`src/rtl/uart_rx_fifo_pkg.sv`:
```
// Shared types and helpers for the UART receive FIFO: status decode from the
// fill level and the USTAT byte layout seen by the CPU.
package uart_rx_fifo_pkg;

    localparam int USTAT_TXBUSY = 0;
    localparam int USTAT_RXNE   = 4;
    localparam int USTAT_OVR    = 5;

    // Wide enough for a fill level of up to 256 bytes.
    typedef logic [8:0] level_t;

    typedef struct packed {
        logic not_empty;
        logic full;
        logic intr;
    } rx_status_t;

    function automatic rx_status_t decode_status(input level_t level,
                                                 input level_t depth,
                                                 input level_t thresh);
        rx_status_t s;
        s.not_empty = (level != 9'd0);
        s.full      = (level == depth);
        s.intr      = (level >= thresh);
        return s;
    endfunction

    function automatic logic [7:0] ustat_byte(input logic ovr,
                                              input logic rxne,
                                              input logic tx_busy);
        logic [7:0] u;
        u               = 8'h00;
        u[USTAT_OVR]    = ovr;
        u[USTAT_RXNE]   = rxne;
        u[USTAT_TXBUSY] = tx_busy;
        return u;
    endfunction

endpackage

```
`src/rtl/uart_rx_fifo_mem.sv`:
```
// Byte storage for the receive FIFO: synchronous write, asynchronous read.
// Contents are deliberately not reset.
module uart_rx_fifo_mem #(
    parameter int ADDR_W = 4
) (
    input  logic              clock,
    input  logic              we,
    input  logic [ADDR_W-1:0] waddr,
    input  logic [7:0]        wdata,
    input  logic [ADDR_W-1:0] raddr,
    output logic [7:0]        rdata
);

    logic [7:0] mem [0:(1 << ADDR_W) - 1];

    // Write port: one byte per accepted push.
    always_ff @(posedge clock) begin
        if (we) begin
            mem[waddr] <= wdata;
        end
    end

    assign rdata = mem[raddr];

endmodule

```
`src/rtl/uart_rx_fifo.sv`:
```
// UART receive buffer: queues bytes from the receiver, pops one byte per CPU
// read of the data register, and flags overrun / threshold interrupt.
module uart_rx_fifo
    import uart_rx_fifo_pkg::*;
#(
    parameter int DEPTH_LOG2 = 4,
    parameter int THRESH     = 1
) (
    input  logic                  clock,
    input  logic                  RESET_n,
    input  logic [7:0]            rx_data,
    input  logic                  rx_valid,
    input  logic                  rd_strb,
    input  logic                  ovr_clr,
    output logic [7:0]            dout,
    output logic                  not_empty,
    output logic                  full,
    output logic                  overrun,
    output logic [DEPTH_LOG2:0]   count,
    output logic                  rx_intr
);

    localparam int                  DEPTH   = 1 << DEPTH_LOG2;
    localparam logic [DEPTH_LOG2:0] CNT_ONE = (DEPTH_LOG2 + 1)'(1);
    localparam logic [DEPTH_LOG2-1:0] PTR_ONE = DEPTH_LOG2'(1);

    logic [DEPTH_LOG2-1:0] wr_ptr_r;
    logic [DEPTH_LOG2-1:0] rd_ptr_r;
    logic [DEPTH_LOG2:0]   count_r;
    logic                  overrun_r;
    logic                  rd_strb_d_r;
    rx_status_t            status_r;

    logic                  pop_s;
    logic                  push_s;
    logic                  drop_s;
    logic [DEPTH_LOG2:0]   count_next_s;
    rx_status_t            status_next_s;
    logic [7:0]            rd_data_s;

    // Edge-detect the CPU read so a long strobe pops once; a full FIFO still
    // accepts a byte when a pop frees the slot in the same cycle.
    always_comb begin
        pop_s  = rd_strb & ~rd_strb_d_r & status_r.not_empty;
        push_s = rx_valid & (~status_r.full | pop_s);
        drop_s = rx_valid & ~push_s;
        if (push_s & ~pop_s) begin
            count_next_s = count_r + CNT_ONE;
        end else if (pop_s & ~push_s) begin
            count_next_s = count_r - CNT_ONE;
        end else begin
            count_next_s = count_r;
        end
        status_next_s = decode_status(level_t'(count_next_s), level_t'(DEPTH),
                                      level_t'(THRESH));
    end

    // Pointers, fill level, status flags and sticky overrun.
    always_ff @(posedge clock) begin
        if (!RESET_n) begin
            wr_ptr_r    <= '0;
            rd_ptr_r    <= '0;
            count_r     <= '0;
            overrun_r   <= 1'b0;
            rd_strb_d_r <= 1'b0;
            status_r    <= '0;
        end else begin
            rd_strb_d_r <= rd_strb;
            count_r     <= count_next_s;
            status_r    <= status_next_s;
            if (push_s) begin
                wr_ptr_r <= wr_ptr_r + PTR_ONE;
            end
            if (pop_s) begin
                rd_ptr_r <= rd_ptr_r + PTR_ONE;
            end
            // A drop in the same cycle as a clear leaves the flag set.
            if (drop_s) begin
                overrun_r <= 1'b1;
            end else if (ovr_clr) begin
                overrun_r <= 1'b0;
            end
        end
    end

    uart_rx_fifo_mem #(
        .ADDR_W (DEPTH_LOG2)
    ) u_mem (
        .clock (clock),
        .we    (push_s),
        .waddr (wr_ptr_r),
        .wdata (rx_data),
        .raddr (rd_ptr_r),
        .rdata (rd_data_s)
    );

    assign dout      = status_r.not_empty ? rd_data_s : 8'h00;
    assign not_empty = status_r.not_empty;
    assign full      = status_r.full;
    assign rx_intr   = status_r.intr;
    assign overrun   = overrun_r;
    assign count     = count_r;

endmodule

```
`config.mk`:
```
export PLATFORM = sky130hd
export DESIGN_NAME = uart_rx_fifo
export DESIGN_NICKNAME = d
export VERILOG_FILES = /design/src/rtl/uart_rx_fifo_pkg.sv /design/src/rtl/uart_rx_fifo_mem.sv /design/src/rtl/uart_rx_fifo.sv
export SDC_FILE = /design/constraint.sdc
export NUM_CORES = 1
export LEC_CHECK = 0
export BUFFER_PORTS_ARGS = -buffer_cell sky130_fd_sc_hd__buf_2
export CORE_UTILIZATION = 41
export DETAILED_ROUTE_END_ITERATION = 12
export PLACE_DENSITY_LB_ADDON = 0.15
export SLEW_MARGIN = 20
export SYNTH_ARGS = -nofsm -noshare
export SYNTH_HDL_FRONTEND = slang
export SYNTH_HIERARCHICAL = 1
export SYNTH_SLANG_ARGS = --single-unit
```
`constraint.sdc`:
```
create_clock -name clock -period 2.65 [get_ports clock]
set_clock_uncertainty 0.1 [all_clocks]
set_input_delay 0.3975 -clock clock [delete_from_list [all_inputs] [get_ports clock]]
set_output_delay 0.3975 -clock clock [all_outputs]
set_load 0.01 [all_outputs]
```
# Word-level counts from Yosys, hierarchy flattened
# Memories as Yosys holds them, arrays and structs flattened. A register that Yosys moved wholly into a read port is not among the register bits.
# Index checks and enable logic that the tools add are counted.
[op_classes]
n_reduce_logical = 2
n_mux = 9
order_cmp = 1
bitwise_logic = 11
n_eq_ne = 1
add_sub_neg = 4
[ops]
columns = ["cell", "n"]
rows = [
  ["two-way mux 5 bit", 2],
  ["adder 4 x 1 -> 4 bit, second input constant", 2],
  ["two-way mux 4 bit", 2],
  ["two-way mux 8 bit", 1],
  ["AND 1 bit", 6],
  ["adder 5 x 1 -> 5 bit, second input constant", 1],
  ["== test 5 bit, second input constant", 1],
  [">= comparator 5 x 1 -> 1 bit, second input constant", 1],
  ["nonzero test 5 bit", 1],
  ["subtractor 5 x 1 -> 5 bit, second input constant", 1],
  ["two-way mux 1 bit", 4],
  ["NOT 1 bit", 4],
  ["nonzero test 2 bit", 1],
  ["bitwise OR 1 bit", 1],
]
[totals]
ram_bits = 128
word_cells = 37
input_bits = 13
mem_count = 1
ff_bits = 18
[mem_list]
columns = ["memory", "words", "width", "read_ports", "rd_clocked_by_memory_dff", "wr", "line_no", "source"]
rows = [
  ["u_mem.mem", 16, 8, 1, 1, 1, "uart_rx_fifo_mem.sv:14", "logic [7:0] mem [0:(1 << ADDR_W) - 1];"],
]

# Logic depth before layout (Yosys ltp)
[logic_depth]
word_depth = 10
depth_mapped = 7

# By module
# The synthesis kept the hierarchy.
[modules_own_cells]
columns = ["mod", "instances", "seq_area_each_um2", "cells_each", "area_per_inst_um2"]
rows = [
  ["uart_rx_fifo_mem", 1, 3843.7, 221, 4987.3],
  ["uart_rx_fifo", 1, 360.3, 128, 1102.3],
]

# Worst setup path before layout
# OpenSTA, ideal clock, no wires.
[synth_timing]
path_kind = "register to register"
from = "register status_r (netlist bit not_empty)"
to = "memory u_mem.mem[0][0], enable pin"
n_path_buf = 1
t_arrival_ns = 2.169
period_less_slack_ns = 2.653
path_stages_with_launch = 6
slack_ns = -0.003
cell_sequence = "dfxtp_1 > nand3b_4 > clkbuf_1 > a21boi_2 > or3b_2 > nor3_1"
[synth_via]
elab_chain_len = 5
[synth_lines]
columns = ["element", "line_no", "source"]
rows = [
  ["start: declaration", "uart_rx_fifo.sv:32", "rx_status_t status_r;"],
  ["start signal: assignment", "uart_rx_fifo.sv:70", "status_r <= status_next_s;"],
  ["AND 1 bit", "uart_rx_fifo.sv:44", "pop_s = rd_strb & ~rd_strb_d_r & status_r.not_empty;"],
  ["bitwise OR 1 bit", "uart_rx_fifo.sv:45", "push_s = rx_valid & (~status_r.full | pop_s);"],
  ["AND 1 bit", "uart_rx_fifo.sv:45", ""],
  ["named net push_s", "uart_rx_fifo.sv:35", "logic push_s;"],
  ["two-way mux 1 bit", "uart_rx_fifo_mem.sv:18", "if (we) begin"],
  ["two-way mux 1 bit (not written as such)", "uart_rx_fifo_mem.sv:19", "mem[waddr] <= wdata;"],
  ["end: declaration", "uart_rx_fifo_mem.sv:14", ""],
]
# The timed path passes the listed nets, and every way through them passes these cells.

==> summary.md <==
| Metric | Value |
|---|---|
| Simple-gate share of the synthesized area | 0.08321 |
| Routed wire length | 13180 um |
| Clk root buf | clkbuf_16 |
| Area delta synth->final | 21.08% |
| WL/cell | 21.61 um |
| Final min period | 2.632 ns |
| Slowest CP cell | mux4_2 |
| Yosys cell types | 52 |
| RSZ-0062 raised after global routing | yes |
| Fin. max-slew vios | 0 |
| Port-buffer cells | 29 |
| CP endpoint kind | primary output |
| Synth Net Count | 366 |
| Overall die width | 123.9 um |
| WP data arrival | 2.13 ns |
| Endpoints failing setup | 0 |
| Final Hold Viols | 0 |
| Vias in the first global route | 3443 |
| Clk sinks | 146 |
| Number of synthesized register bits | 146 |
| First-pass GRT wire length | 20440 um |
| Delay-heaviest family, CP | multiplexers |
| CTS Buf Count | 17 |
| Boundary Pins | 30 |
| Diode count | 0 |
| Total number of vias | 3329 |
| Syn avg cell area | 17.45 um^2 |
| Crit Reg-Reg Startpoint | count[0] |
| Max Fclk | 379.9 MHz |
| Hold path depth | 2 |
| Crit path max fanout | 5 |
| Dpl cell area | 6589 um^2 |
| Leakage dissipation | 2.506 nW |
| Cells after synthesis | 349 |
| Chip height | 123.9 um |
| Design area | 7373 um^2 |
| H-Tree Depth | 4 |
| DP HPWL | 8072 um |
| DRT Pass-1 Iters | 4 |
| GPL Wtd Cong | 0.7741 |
| Clock Tree Buf Depth | 2 |
| Initial Util | 0.4190 |
| Sequential share of the synthesized area | 0.6904 |
| Cell area after synthesis | 6090 um^2 |
| Commonest non-fill, non-tap cells in the layout | edfxtp_1, nor2_1, buf_2, buf_4, mux4_2 |
| Worst reg2reg setup slack | 0.42 ns |
| # DRC | 0 |
| GRT Residual Overflow | 0 |
| Most common cell after layout, fill and taps aside | edfxtp_1 |
| Post-Synth XOR/XNOR Area | 0.01151 |
| MaxCap Viol Count | 0 |
| Pwr dens | 765.5 nW/um^2 |
| EDFF count, synth | 128 |
| Critical path class | reg -> out |
| Crit start category | flip-flop |
| Clock Pin Slew Worst Setup and Hold Paths | 0.06 ns |
| R2r endpoint | full |
| Core outline area | 14530 um^2 |
| Final worst path period share | 0.9932 |
| Synth warn | 6 |
| Largest net degree at the start of global routing | 36 |
| Setup TNS | 0 ns |
| Crit path buffers/inverters | 3 |
| FFs w/ async S/R, synth | 0 |
| Routed Antenna Nets | 0 |
| Cell Rows | 44 |
| Mux share of post-synthesis cell area | 0.1327 |
| Die area | 15340 um^2 |
| Share of cells above drive strength 1 | 0.3404 |
| Total Routing Usage GR | 0.1932 |
| Synth Area in Adders | 0.008219 |
| Place WS | 0.3489 ns |
| Filler cells | 1209 |
| Vias/cell | 5.457 |
| Largest family of logic cells by synthesized area | multiplexers |
| CTS tree | yes |
| WP data required | 2.15 ns |
| Worst slew margin | 0.5447 |
| Run status | finished clean |
| Max VDD drop | 0.0004351 V |
| Final WS setup | 0.01803 ns |
| Final nets | 430 |
| CP max stage delay | 0.50 ns |
| Drt initial violations | 263 |
| Dominant synthesized flop cell | edfxtp_1 |
| Initial antenna violation count | 0 |
| Worst Hold Launch | RESET_n |
| Critical path cell sequence | buf_12 -> buf_16 -> mux4_2 -> a22oi_2 -> nand2_1 -> and2_4 -> buf_6 |
| Clk_lat worst skew | 0.41 ns |
| Hold Crit Class | in -> reg |
| Worst-Margin Slew | 0.6829 ns |
| Compound-gate portion of the synthesized area | 0.04890 |
| Reg2reg path depth | 6 |
| Final Util | 0.5073 |
| Hold EP | rd_strb_d_r |
## cell families (layout without fill, tap and decap cells)
group	after synthesis	in the layout
flip-flops	146	146
AND/OR/NAND/NOR	93	93
AO/OA/AOI/OAI	38	38
multiplexers	35	35
buffers and inverters	25	102
XOR/XNOR	8	8
adder cells (fa/ha/maj)	4	4
## how the worst max path moves through the flow
stage | start | endpoint | slack [ns] | cells past startpoint
floorplan | not_empty | u_mem/mem[2][0] | 0.22 | 5
global placement | rd_ptr_r[0] | dout[1] | 0.35 | 6
finish | rd_ptr_r[0] | dout[6] | 0.02 | 7
CTS | rd_ptr_r[0] | dout[4] | -0.05 | 7
detailed placement | rd_ptr_r[0] | dout[1] | 0.35 | 6
global route | rd_ptr_r[0] | dout[6] | -0.08 | 7
## synthesized netlist by cell type, types with 3 or more instances
cell | instances | area (um^2)
nor3_1 | 13 | 65.06
buf_2 | 5 | 25.02
buf_6 | 4 | 45.04
nand2b_1 | 3 | 18.77
xnor2_1 | 5 | 43.79
inv_1 | 6 | 22.52
nand2_1 | 16 | 60.06
ha_1 | 4 | 50.05
o211ai_1 | 3 | 22.52
clkdlybuf4s25_2 | 3 | 30.03
nor2b_1 | 3 | 18.77
and2_1 | 11 | 68.82
clkbuf_1 | 6 | 22.52
mux4_1 | 14 | 367.9
xor2_1 | 3 | 26.28
nand3b_1 | 4 | 30.03
edfxtp_1 | 128 | 3844
dfxtp_1 | 18 | 360.4
nor2_1 | 27 | 101.4
mux4_2 | 18 | 405.4
a22oi_1 | 16 | 120.1
nand3_1 | 3 | 15.01
## final cells by class
| cell class | count | area [um^2] | area share |
|---|---|---|---|
| sequential | 146 | 4208 | 0.5707 |
| multi-input combinational | 178 | 1769 | 0.2399 |
| timing repair buffer | 64 | 526.8 | 0.07144 |
| clock buffer | 18 | 429.2 | 0.05820 |
| tap | 184 | 230.2 | 0.03122 |
| clock inverter | 14 | 187.7 | 0.02545 |
| inverter | 6 | 22.52 | 0.003054 |
## where the power goes
group          switching (mW)  internal [mW]  leakage [nW]  total [mW]
Combinational           0.277          0.293         0.906       0.570
Clock                   0.907           1.57         0.295        2.48
Sequential             0.0475           2.55          1.30        2.60
Total                    1.23           4.41          2.51        5.64
## flip-flops by register name, summed over array words and instances (netlist names)
name / count
full: 1
rd_strb_d_r: 1
rd_ptr_r: 4
rx_intr: 1
count: 5
overrun: 1
u_mem/mem: 128
wr_ptr_r: 4
not_empty: 1
## metrics by stage
stage | power [mW] | hold WS, ns | cells
2_1_floorplan | 2.966 | 0.3880 | 349
3_3_place_gp | 3.129 | 0.3780 | 571
3_5_place_dp | 3.136 | 0.3793 | 571
4_1_cts | 5.704 | 0.1209 | 612
5_1_grt | 5.846 | 0.1407 | 610
6_report | 5.645 | 0.1336 | 610
## layer usage
metal  wire length (um)  vias to the layer above  global-route usage
met1               5984                     1705              0.2507
li1                   -                     1523                   -
met4                383                        0             0.09563
met2               6313                       76              0.3069
met5                  0                        -                   0
met3                502                       25             0.04258
## repair_timing
action,4_1_cts,5_1_grt
resized for setup,19,13
setup buffers,5,0
hold buffers,0,0
endpoints found under the setup margin,8,8
gates cloned,4,0
pin swaps,17,13
No activity file was read; power rests on OpenSTA's default activity.
